$ cat src/rtl/acq_coh_acc_if.sv
// Sample-in / sum-out handshake bundle for the coherent accumulator.
// slave is the accumulator side; master is the producer/consumer side.
interface acq_coh_acc_if #(
    parameter int IN_WIDTH   = 4,
    parameter int DATA_WIDTH = 9
);
    logic                         in_valid;
    logic                         in_ready;
    logic signed [IN_WIDTH-1:0]   in_i;
    logic signed [IN_WIDTH-1:0]   in_q;
    logic                         out_valid;
    logic                         out_ready;
    logic signed [DATA_WIDTH-1:0] out_i;
    logic signed [DATA_WIDTH-1:0] out_q;

    modport master (
        output in_valid, in_i, in_q, out_ready,
        input  in_ready, out_valid, out_i, out_q
    );

    modport slave (
        input  in_valid, in_i, in_q, out_ready,
        output in_ready, out_valid, out_i, out_q
    );
endinterface

$ cat src/rtl/acq_coh_acc.sv
// Coherent I/Q accumulator: sums acc_len samples per block; COH_ACC_SAT_EN selects saturate vs wrap.
// Latency: last sample of a block accepted in cycle N -> out_valid in N+1.
// Backpressure: one finished sum may park behind the output register (PEND); in_ready drops until it drains.
module acq_coh_acc #(
    parameter int IN_WIDTH   = 4,
    parameter int DATA_WIDTH = 9,
    parameter int CNT_WIDTH  = 6
) (
    input  logic                 clk,
    input  logic                 rst,
    input  logic                 enable,
    input  logic                 clear,
    input  logic [CNT_WIDTH-1:0] acc_len,
    acq_coh_acc_if.slave         bus,
    output logic                 overflow
);
    localparam logic [CNT_WIDTH-1:0] CNT_ONE = {{(CNT_WIDTH-1){1'b0}}, 1'b1};

    typedef enum logic {ACC = 1'b0, PEND = 1'b1} state_t;

    state_t                state, state_nxt;
    logic [DATA_WIDTH-1:0] acc_i, acc_q, sum_i, sum_q, out_i_r, out_q_r;
    logic [CNT_WIDTH-1:0]  cnt, len_lat, len_cur;
    logic                  out_valid_r, in_ready_c;
    logic                  take, last, out_xfer, slot_free;

    // The first sample of a block uses the live acc_len; the rest use the latched copy.
    assign len_cur   = (cnt == '0) ? ((acc_len == '0) ? CNT_ONE : acc_len) : len_lat;
    assign take      = bus.in_valid & in_ready_c;
    assign last      = take & (cnt == len_cur - CNT_ONE);
    assign out_xfer  = out_valid_r & bus.out_ready;
    assign slot_free = ~out_valid_r | out_xfer;

`ifdef COH_ACC_SAT_EN
    localparam logic [DATA_WIDTH-1:0] SAT_MAX = {1'b0, {(DATA_WIDTH-1){1'b1}}};
    localparam logic [DATA_WIDTH-1:0] SAT_MIN = {1'b1, {(DATA_WIDTH-1){1'b0}}};

    logic [DATA_WIDTH:0] raw_i, raw_q;
    logic                ovf_i, ovf_q, ovf_r;

    assign raw_i = {acc_i[DATA_WIDTH-1], acc_i}
                 + {{(DATA_WIDTH+1-IN_WIDTH){bus.in_i[IN_WIDTH-1]}}, bus.in_i};
    assign raw_q = {acc_q[DATA_WIDTH-1], acc_q}
                 + {{(DATA_WIDTH+1-IN_WIDTH){bus.in_q[IN_WIDTH-1]}}, bus.in_q};
    assign ovf_i = raw_i[DATA_WIDTH] ^ raw_i[DATA_WIDTH-1];
    assign ovf_q = raw_q[DATA_WIDTH] ^ raw_q[DATA_WIDTH-1];
    assign sum_i = ovf_i ? (raw_i[DATA_WIDTH] ? SAT_MIN : SAT_MAX) : raw_i[DATA_WIDTH-1:0];
    assign sum_q = ovf_q ? (raw_q[DATA_WIDTH] ? SAT_MIN : SAT_MAX) : raw_q[DATA_WIDTH-1:0];

    always_ff @(posedge clk or posedge rst) begin
        if (rst) begin
            ovf_r <= 1'b0;
        end else if (clear) begin
            ovf_r <= 1'b0;
        end else if (take && (ovf_i || ovf_q)) begin
            ovf_r <= 1'b1;
        end
    end

    assign overflow = ovf_r;
`else
    assign sum_i    = acc_i + {{(DATA_WIDTH-IN_WIDTH){bus.in_i[IN_WIDTH-1]}}, bus.in_i};
    assign sum_q    = acc_q + {{(DATA_WIDTH-IN_WIDTH){bus.in_q[IN_WIDTH-1]}}, bus.in_q};
    assign overflow = 1'b0;
`endif

    always_ff @(posedge clk or posedge rst) begin
        if (rst) begin
            state <= ACC;
        end else begin
            state <= state_nxt;
        end
    end

    always_comb begin
        state_nxt = state;
        if (clear) begin
            state_nxt = ACC;
        end else begin
            case (state)
                ACC:     if (last && !slot_free) state_nxt = PEND;
                PEND:    if (out_xfer)           state_nxt = ACC;
                default:                         state_nxt = ACC;
            endcase
        end
    end

    always_comb begin
        in_ready_c = 1'b0;
        if (!rst && state == ACC) begin
            in_ready_c = enable;
        end
    end

    always_ff @(posedge clk or posedge rst) begin
        if (rst) begin
            acc_i       <= '0;
            acc_q       <= '0;
            cnt         <= '0;
            len_lat     <= '0;
            out_valid_r <= 1'b0;
            out_i_r     <= '0;
            out_q_r     <= '0;
        end else if (clear) begin
            acc_i       <= '0;
            acc_q       <= '0;
            cnt         <= '0;
            out_valid_r <= 1'b0;
        end else if (state == PEND) begin
            // The parked sum moves up as the consumer takes the current one.
            if (out_xfer) begin
                out_i_r <= acc_i;
                out_q_r <= acc_q;
                acc_i   <= '0;
                acc_q   <= '0;
                cnt     <= '0;
            end
        end else begin
            if (out_xfer) begin
                out_valid_r <= 1'b0;
            end
            if (take) begin
                if (cnt == '0) begin
                    len_lat <= len_cur;
                end
                if (last && slot_free) begin
                    out_i_r     <= sum_i;
                    out_q_r     <= sum_q;
                    out_valid_r <= 1'b1;
                    acc_i       <= '0;
                    acc_q       <= '0;
                    cnt         <= '0;
                end else if (last) begin
                    acc_i <= sum_i;
                    acc_q <= sum_q;
                end else begin
                    acc_i <= sum_i;
                    acc_q <= sum_q;
                    cnt   <= cnt + CNT_ONE;
                end
            end
        end
    end

    assign bus.in_ready  = in_ready_c;
    assign bus.out_valid = out_valid_r;
    assign bus.out_i     = out_i_r;
    assign bus.out_q     = out_q_r;
endmodule

$ cat src/flat_wrapper.sv
// flat-port wrapper written by rule: the top's interface ports become plain ports
module acq_coh_acc_flat 
#(
    parameter int IN_WIDTH   = 4,
    parameter int DATA_WIDTH = 9,
    parameter int CNT_WIDTH  = 6
)
  (clk, rst, enable, clear, acc_len, overflow, bus_in_valid, bus_in_i, bus_in_q, bus_out_ready, bus_in_ready, bus_out_valid, bus_out_i, bus_out_q);
  acq_coh_acc_if #(.IN_WIDTH(IN_WIDTH), .DATA_WIDTH(DATA_WIDTH)) bus_i ();
  input  logic clk;
  input  logic rst;
  input  logic enable;
  input  logic clear;
  input  logic [CNT_WIDTH-1:0] acc_len;
  output logic overflow;
  input wire logic [$bits(bus_i.in_valid)-1:0] bus_in_valid;
  input wire logic [$bits(bus_i.in_i)-1:0] bus_in_i;
  input wire logic [$bits(bus_i.in_q)-1:0] bus_in_q;
  input wire logic [$bits(bus_i.out_ready)-1:0] bus_out_ready;
  output wire logic [$bits(bus_i.in_ready)-1:0] bus_in_ready;
  output wire logic [$bits(bus_i.out_valid)-1:0] bus_out_valid;
  output wire logic [$bits(bus_i.out_i)-1:0] bus_out_i;
  output wire logic [$bits(bus_i.out_q)-1:0] bus_out_q;
  assign bus_i.in_valid = bus_in_valid;
  assign bus_i.in_i = bus_in_i;
  assign bus_i.in_q = bus_in_q;
  assign bus_i.out_ready = bus_out_ready;
  assign bus_in_ready = bus_i.in_ready;
  assign bus_out_valid = bus_i.out_valid;
  assign bus_out_i = bus_i.out_i;
  assign bus_out_q = bus_i.out_q;
  acq_coh_acc #(.IN_WIDTH(IN_WIDTH), .DATA_WIDTH(DATA_WIDTH), .CNT_WIDTH(CNT_WIDTH)) u_core (.clk(clk), .rst(rst), .enable(enable), .clear(clear), .acc_len(acc_len), .bus(bus_i), .overflow(overflow));
endmodule
$ cat config.mk
export PLATFORM = sky130hd
export DESIGN_NAME = acq_coh_acc_flat
export DESIGN_NICKNAME = d
export VERILOG_FILES = /design/src/rtl/acq_coh_acc_if.sv /design/src/rtl/acq_coh_acc.sv /design/src/flat_wrapper.sv
export SDC_FILE = /design/constraint.sdc
export NUM_CORES = 1
export LEC_CHECK = 0
export CORE_ASPECT_RATIO = 1.2
export CORE_UTILIZATION = 45
export DETAILED_ROUTE_END_ITERATION = 12
export HOLD_SLACK_MARGIN = 0.02
export PLACE_DENSITY = 0.67
export RECOVER_POWER = 100
export SETUP_SLACK_MARGIN = 0.15
export SLEW_MARGIN = 40
export SYNTH_ARGS = -nofsm -noshare
export SYNTH_HDL_FRONTEND = slang
export SYNTH_SLANG_ARGS = --single-unit
$ cat constraint.sdc
create_clock -name clk -period 3.93 [get_ports clk]
set_clock_uncertainty 0.05 [all_clocks]
set_input_delay 0.393 -clock clk [delete_from_list [all_inputs] [get_ports clk]]
set_output_delay 0.393 -clock clk [all_outputs]
set_load 0.005 [all_outputs]
Yosys cells after proc, flatten, opt, wreduce, memory -nomap -nowiden
Cells that the tools add are included.
{"block": "op_classes", "n_addsub": 4, "n_eq_ne": 5, "muxes": 35, "bitwise": 7, "reduce_logical": 14}
{"operator": "$mux 9", "count": 17}
{"operator": "$mux 6", "count": 8}
{"operator": "$add 9x9->9", "count": 2}
{"operator": "$logic_not 6->1", "count": 2}
{"operator": "$mux 1", "count": 9}
{"operator": "$reduce_and 4->1", "count": 2}
{"operator": "$add 6x1->6 const B", "count": 1}
{"operator": "$eq 6x6->1", "count": 1}
{"operator": "$sub 6x1->6 const B", "count": 1}
{"operator": "$ne 2x2->1 const B", "count": 2}
{"operator": "$ne 4x3->1 const B", "count": 1}
{"operator": "$reduce_bool 2->1", "count": 2}
{"operator": "$and 1x1->1", "count": 3}
{"operator": "$logic_and 1x1->1", "count": 3}
{"operator": "$ne 3x3->1 const B", "count": 1}
{"operator": "$not 1->1", "count": 3}
{"operator": "$reduce_and 3->1", "count": 1}
{"operator": "$reduce_bool 3->1", "count": 1}
{"operator": "$logic_not 1->1", "count": 2}
{"operator": "$pmux 1 s2", "count": 1}
{"operator": "$reduce_and 2->1", "count": 1}
{"operator": "$or 1x1->1", "count": 1}
{"block": "totals", "regBits": 50, "in_bits": 20, "wordCells": 73}

Depth between registers and ports, before layout
{"block": "logic_depth", "ltp_word": 11, "ltp_mapped": 11, "depth_no_buf": 9}

Worst setup path after synthesis
No wires, ideal clock.
{"block": "synth_timing", "path_type": "register to register", "startpoint": "reg u_core.cnt[1]", "endpoint": "reg u_core.out_i_r[2] (netlist: u_core.bus.out_i[2])", "setup_ns": 0.125, "arrival_time_ns": 3.287, "slack_ns": 0.468, "path_stages_with_launch": 11, "synth_period_minus_slack_ns": 3.462, "cell_sequence": "dfrtp_1 inv_1 ha_1 nor4b_1 mux2i_1 nand2_1 a2111oi_4 o2111ai_4 a221oi_4 buf_12 mux2_4"}
{"block": "synth_via", "elab_chain_cells": 8}
{"item": "start, declared", "line": "acq_coh_acc.sv:23", "text": "logic [CNT_WIDTH-1:0] cnt, len_lat, len_cur;"}
{"item": "start signal, assigned", "line": "acq_coh_acc.sv:139", "text": "cnt <= cnt + CNT_ONE;"}
{"item": "$logic_not 6->1", "line": "acq_coh_acc.sv:28", "text": "assign len_cur = (cnt == '0) ? ((acc_len == '0) ? CNT_ONE : acc_len) : len_lat;"}
{"item": "$mux 6", "line": "acq_coh_acc.sv:28"}
{"item": "$sub 6x1->6", "line": "acq_coh_acc.sv:30", "text": "assign last = take & (cnt == len_cur - CNT_ONE);"}
{"item": "$eq 6x6->1 *", "line": "acq_coh_acc.sv:30"}
{"item": "$and 1x1->1 *", "line": "acq_coh_acc.sv:30"}
{"item": "$logic_and 1x1->1 *", "line": "acq_coh_acc.sv:126", "text": "if (last && slot_free) begin"}
{"item": "$reduce_bool 2->1 (no line) *"}
{"item": "$reduce_and 4->1 (no line) *"}
{"item": "end signal, assigned", "line": "acq_coh_acc.sv:112", "text": "out_i_r <= acc_i;"}
{"item": "end signal, assigned", "line": "acq_coh_acc.sv:127", "text": "out_i_r <= sum_i;"}
{"item": "end, declared", "line": "acq_coh_acc.sv:22", "text": "logic [DATA_WIDTH-1:0] acc_i, acc_q, sum_i, sum_q, out_i_r, out_q_r;"}
Every way passes the cells marked *; elsewhere a longest branch is shown, timed or not.
A chain may end at the register's enable or synchronous reset.

Worst setup path in the final report
Same ends and word-level chain as after synthesis.

==> flow_summary.toml <==
[logic_synthesis]
yosysTopAreaCellShare = 0.365
ys_seq_area_frac = 0.365
synth_top_area_cell = "dfrtp_1"
synth_nets = 380
synth_ff_type = "dfrtp_1"
synth_cells = 340
yosysWarnings = 0
syn_area_sq_um = 3420
syn_avg_cell_area_sq_um = 10.1
synth_seq_cells = 50
synth_top_cells_by_area = "dfrtp_1, ha_1, mux2_2, mux2_4, o21ai_0"
ys_types = 54
synth_edf_count = 0
synth-async-reset-ratio = 1.00

[worst_hold_path]
min-delay-start = "u_core.bus.out_i[4]"
hold_class = "reg -> reg"

[timing]
rsz0062_at_grt = "no"
period_share = 0.910
fin_crit_ns = 3.58
slew_headroom = -0.479
fmaxAchievable_mhz = 280
setup_viol = 0
worst_slew_pin_slew_ns = 2.21
maxSlewViolCount = 51
hold_viol = 0
worst_hold_slack_ns = 0.441
setup_tns_ns = 0

[cts]
cts_buffers = 5
cts_hold_buf = 0
clkSinkCount = 50
htree_levels = 2
root_buffer = "clkbuf_8"
clock_latency_ns = 0.30
clockBufferDepth = 2
cts.clk_slew.worst_paths_ns = 0.09
cts_tree = "done"
cts_setup_buffers = 0

[floorplan]
rows = 34
die_y_um = 97.5
die_area_sq_um = 7960
io_pins = 41
start_util = 0.468
die_w_um = 81.6
core_region_area_sq_um = 7320

[detailed_routing]
drc = 0
vias_per_cell = 5.97
first_pass_iters = 4
vias = 2796
initialDrtViolationCount = 103
routedWlPerCell_um = 16.2
drt.antenna.violating_nets = 0
wl_um = 7570

[status]
outcome = "complete, but fails checks"
violations = "capacitance limit, slew limit"

[layout]
syn2layout_area_growth_pct = 15.4
fin_nets = 417
antenna_cells = 0
drive_above_1_share = 0.111

[power_and_ir_drop]
power_density_nw_per_um2 = 615
vdd_drop_max_mv = 0.374
p_leak_nw = 1.68

[setup_path]
critPathKind = "reg -> reg"
crit_start = "u_core.cnt[1]"
endpoint_kind = "flop"
critPathMaxFanout = 18
critPathArrivalTime_ns = 3.71
cp.required_ns = 4.07
r2r-start = "u_core.cnt[1]"
critPathLaunchType = "flop"

[grt]
grt.total_usage = 0.205
grt_first_pass_wirelength_um = 12800
grt_overflow = 0
grt_pass1_vias = 2764
grt_max_degree = 51
antenna_found_initial = 0

[placement]
io_buffers = 39
dp_hpwl_um = 5370
place_congestion = 0.817

[job]
drv_cap = 1
cell families after synthesis:
kind of cell	Yosys count	share of synthesized area
flip-flops	50	0.365
AO/OA/AOI/OAI	90	0.190
XOR/XNOR	17	0.0435
other	1	0.00110
multiplexers	35	0.124
adder cells (fa/ha/maj)	20	0.0775
AND/OR/NAND/NOR	104	0.164
buffers and inverters	23	0.0344
cell usage after synthesis, types with 2 or more instances:
library cell / instances
nor2b_1: 6
nor3_1: 11
mux2_2: 19
nand3_1: 9
inv_1: 8
and3_1: 8
a21o_1: 4
o211ai_1: 2
nor2_1: 13
nor4_1: 3
a22o_1: 6
dfrtp_1: 50
o31ai_1: 11
o21ai_0: 30
a21oi_1: 15
o41a_1: 3
nand4_1: 2
or3_1: 6
fa_1: 2
xor2_1: 13
a31oi_1: 3
clkbuf_1: 9
o22ai_1: 3
mux2i_1: 6
nor4b_1: 4
a221oi_1: 2
o211a_1: 2
mux2_4: 10
buf_2: 3
ha_1: 18
nand2_1: 33
xnor2_1: 4
placed cells by master, fill, tap and decap left out, types with 3 or more instances in the layout:
cell             synthesis  routed
a21o_1                   4       4
nand3_1                  9       9
xor2_1                  13      13
nand2_1                 33      33
o31ai_1                 11      11
inv_1                    8       7
clkdlybuf4s50_1          0      18
a31oi_1                  3       3
nor2b_1                  6       6
a21oi_1                 15      15
dfrtp_1                 50      50
nor3_1                  11      11
mux2i_1                  6       6
mux2_2                  19      19
clkbuf_1                 9       3
xnor2_1                  4       4
or3_1                    6       6
nor4_1                   3       3
ha_1                    18      18
and3_1                   8       8
dlygate4sd3_1            0      21
mux2_1                   0       8
nor4b_1                  4       4
clkbuf_8                 0       6
a22o_1                   6       6
o41a_1                   3       3
nor2_1                  13      13
o21ai_0                 30      29
final cells by class:
class | instances | area [sq um]
clock buffers | 6 | 82.6
clock inverters | 2 | 12.5
fillers | 668 | 3370
inverters | 8 | 31.3
multi-input cells | 267 | 2030
flip-flops and latches | 50 | 1250
well taps | 90 | 113
repair buffers | 45 | 428
critical path, cell delays in order, from the launching register on:
cell and delay, ns:
dfrtp_1 0.45, inv_1 0.10, ha_1 0.18, or4b_4 0.54, nor4_4 0.39, a211oi_1 0.14
a2111oi_4 0.44, o2111ai_4 0.26, a221oi_4 0.30, buf_6 0.25, mux2_1 0.35
final timing paths:
path	end	slack, ns	depth (start not counted)
max	u_core.bus.out_i[2]	0.35	10
min in group asynchronous	u_core.bus.out_q[6]	1.11	2
max reg2reg	u_core.bus.out_i[2]	0.35	10
min reg2reg	u_core.bus.out_i[4]	0.44	1
max in group asynchronous	u_core.bus.out_i[1]	1.72	2
min	u_core.bus.out_i[4]	0.44	1
where the power goes:
group	total (mW)	switching, mW	internal, mW
registers	0.881	0.172	0.709
logic	1.23	0.598	0.632
clock network	0.317	0.175	0.142
through the flow:
stage          cells  utilization  instance area (sq um)  setup WS [ns]  total power [mW]
2_1_floorplan    340            -                   3420          0.468              1.78
3_3_place_gp     460        0.531                   3880          0.279              2.17
3_5_place_dp     460        0.531                   3890          0.218              2.19
4_1_cts          468        0.544                   3980          0.194              2.52
5_1_grt          468        0.540                   3950          0.144              2.62
6_report         468        0.540                   3950          0.355              2.43
repair_timing:
item / 4_1_cts / 5_1_grt
hold endpoints to repair: 0 / 0
resized for setup: 0 / 4
setup endpoints to repair: 0 / 18
routing by layer:
metal	track usage	share of wire	vias to the layer above
li1	-	-	1345
met1	0.254	0.44	1368
met2	0.356	0.51	69
met3	0.0319	0.037	14
met4	0.0607	0.018	0
met5	0	0	-
sequential cells by signal, indices dropped and copies added, names as in the netlist:
signal / cells
u_core.cnt: 6
u_core.bus.out_valid: 1
u_core.bus.out_i: 9
u_core.bus.out_q: 9
u_core.acc_q: 9
u_core.acc_i: 9
u_core.state: 1
u_core.len_lat: 6
Note: power is estimated with default switching activity, not from simulation.
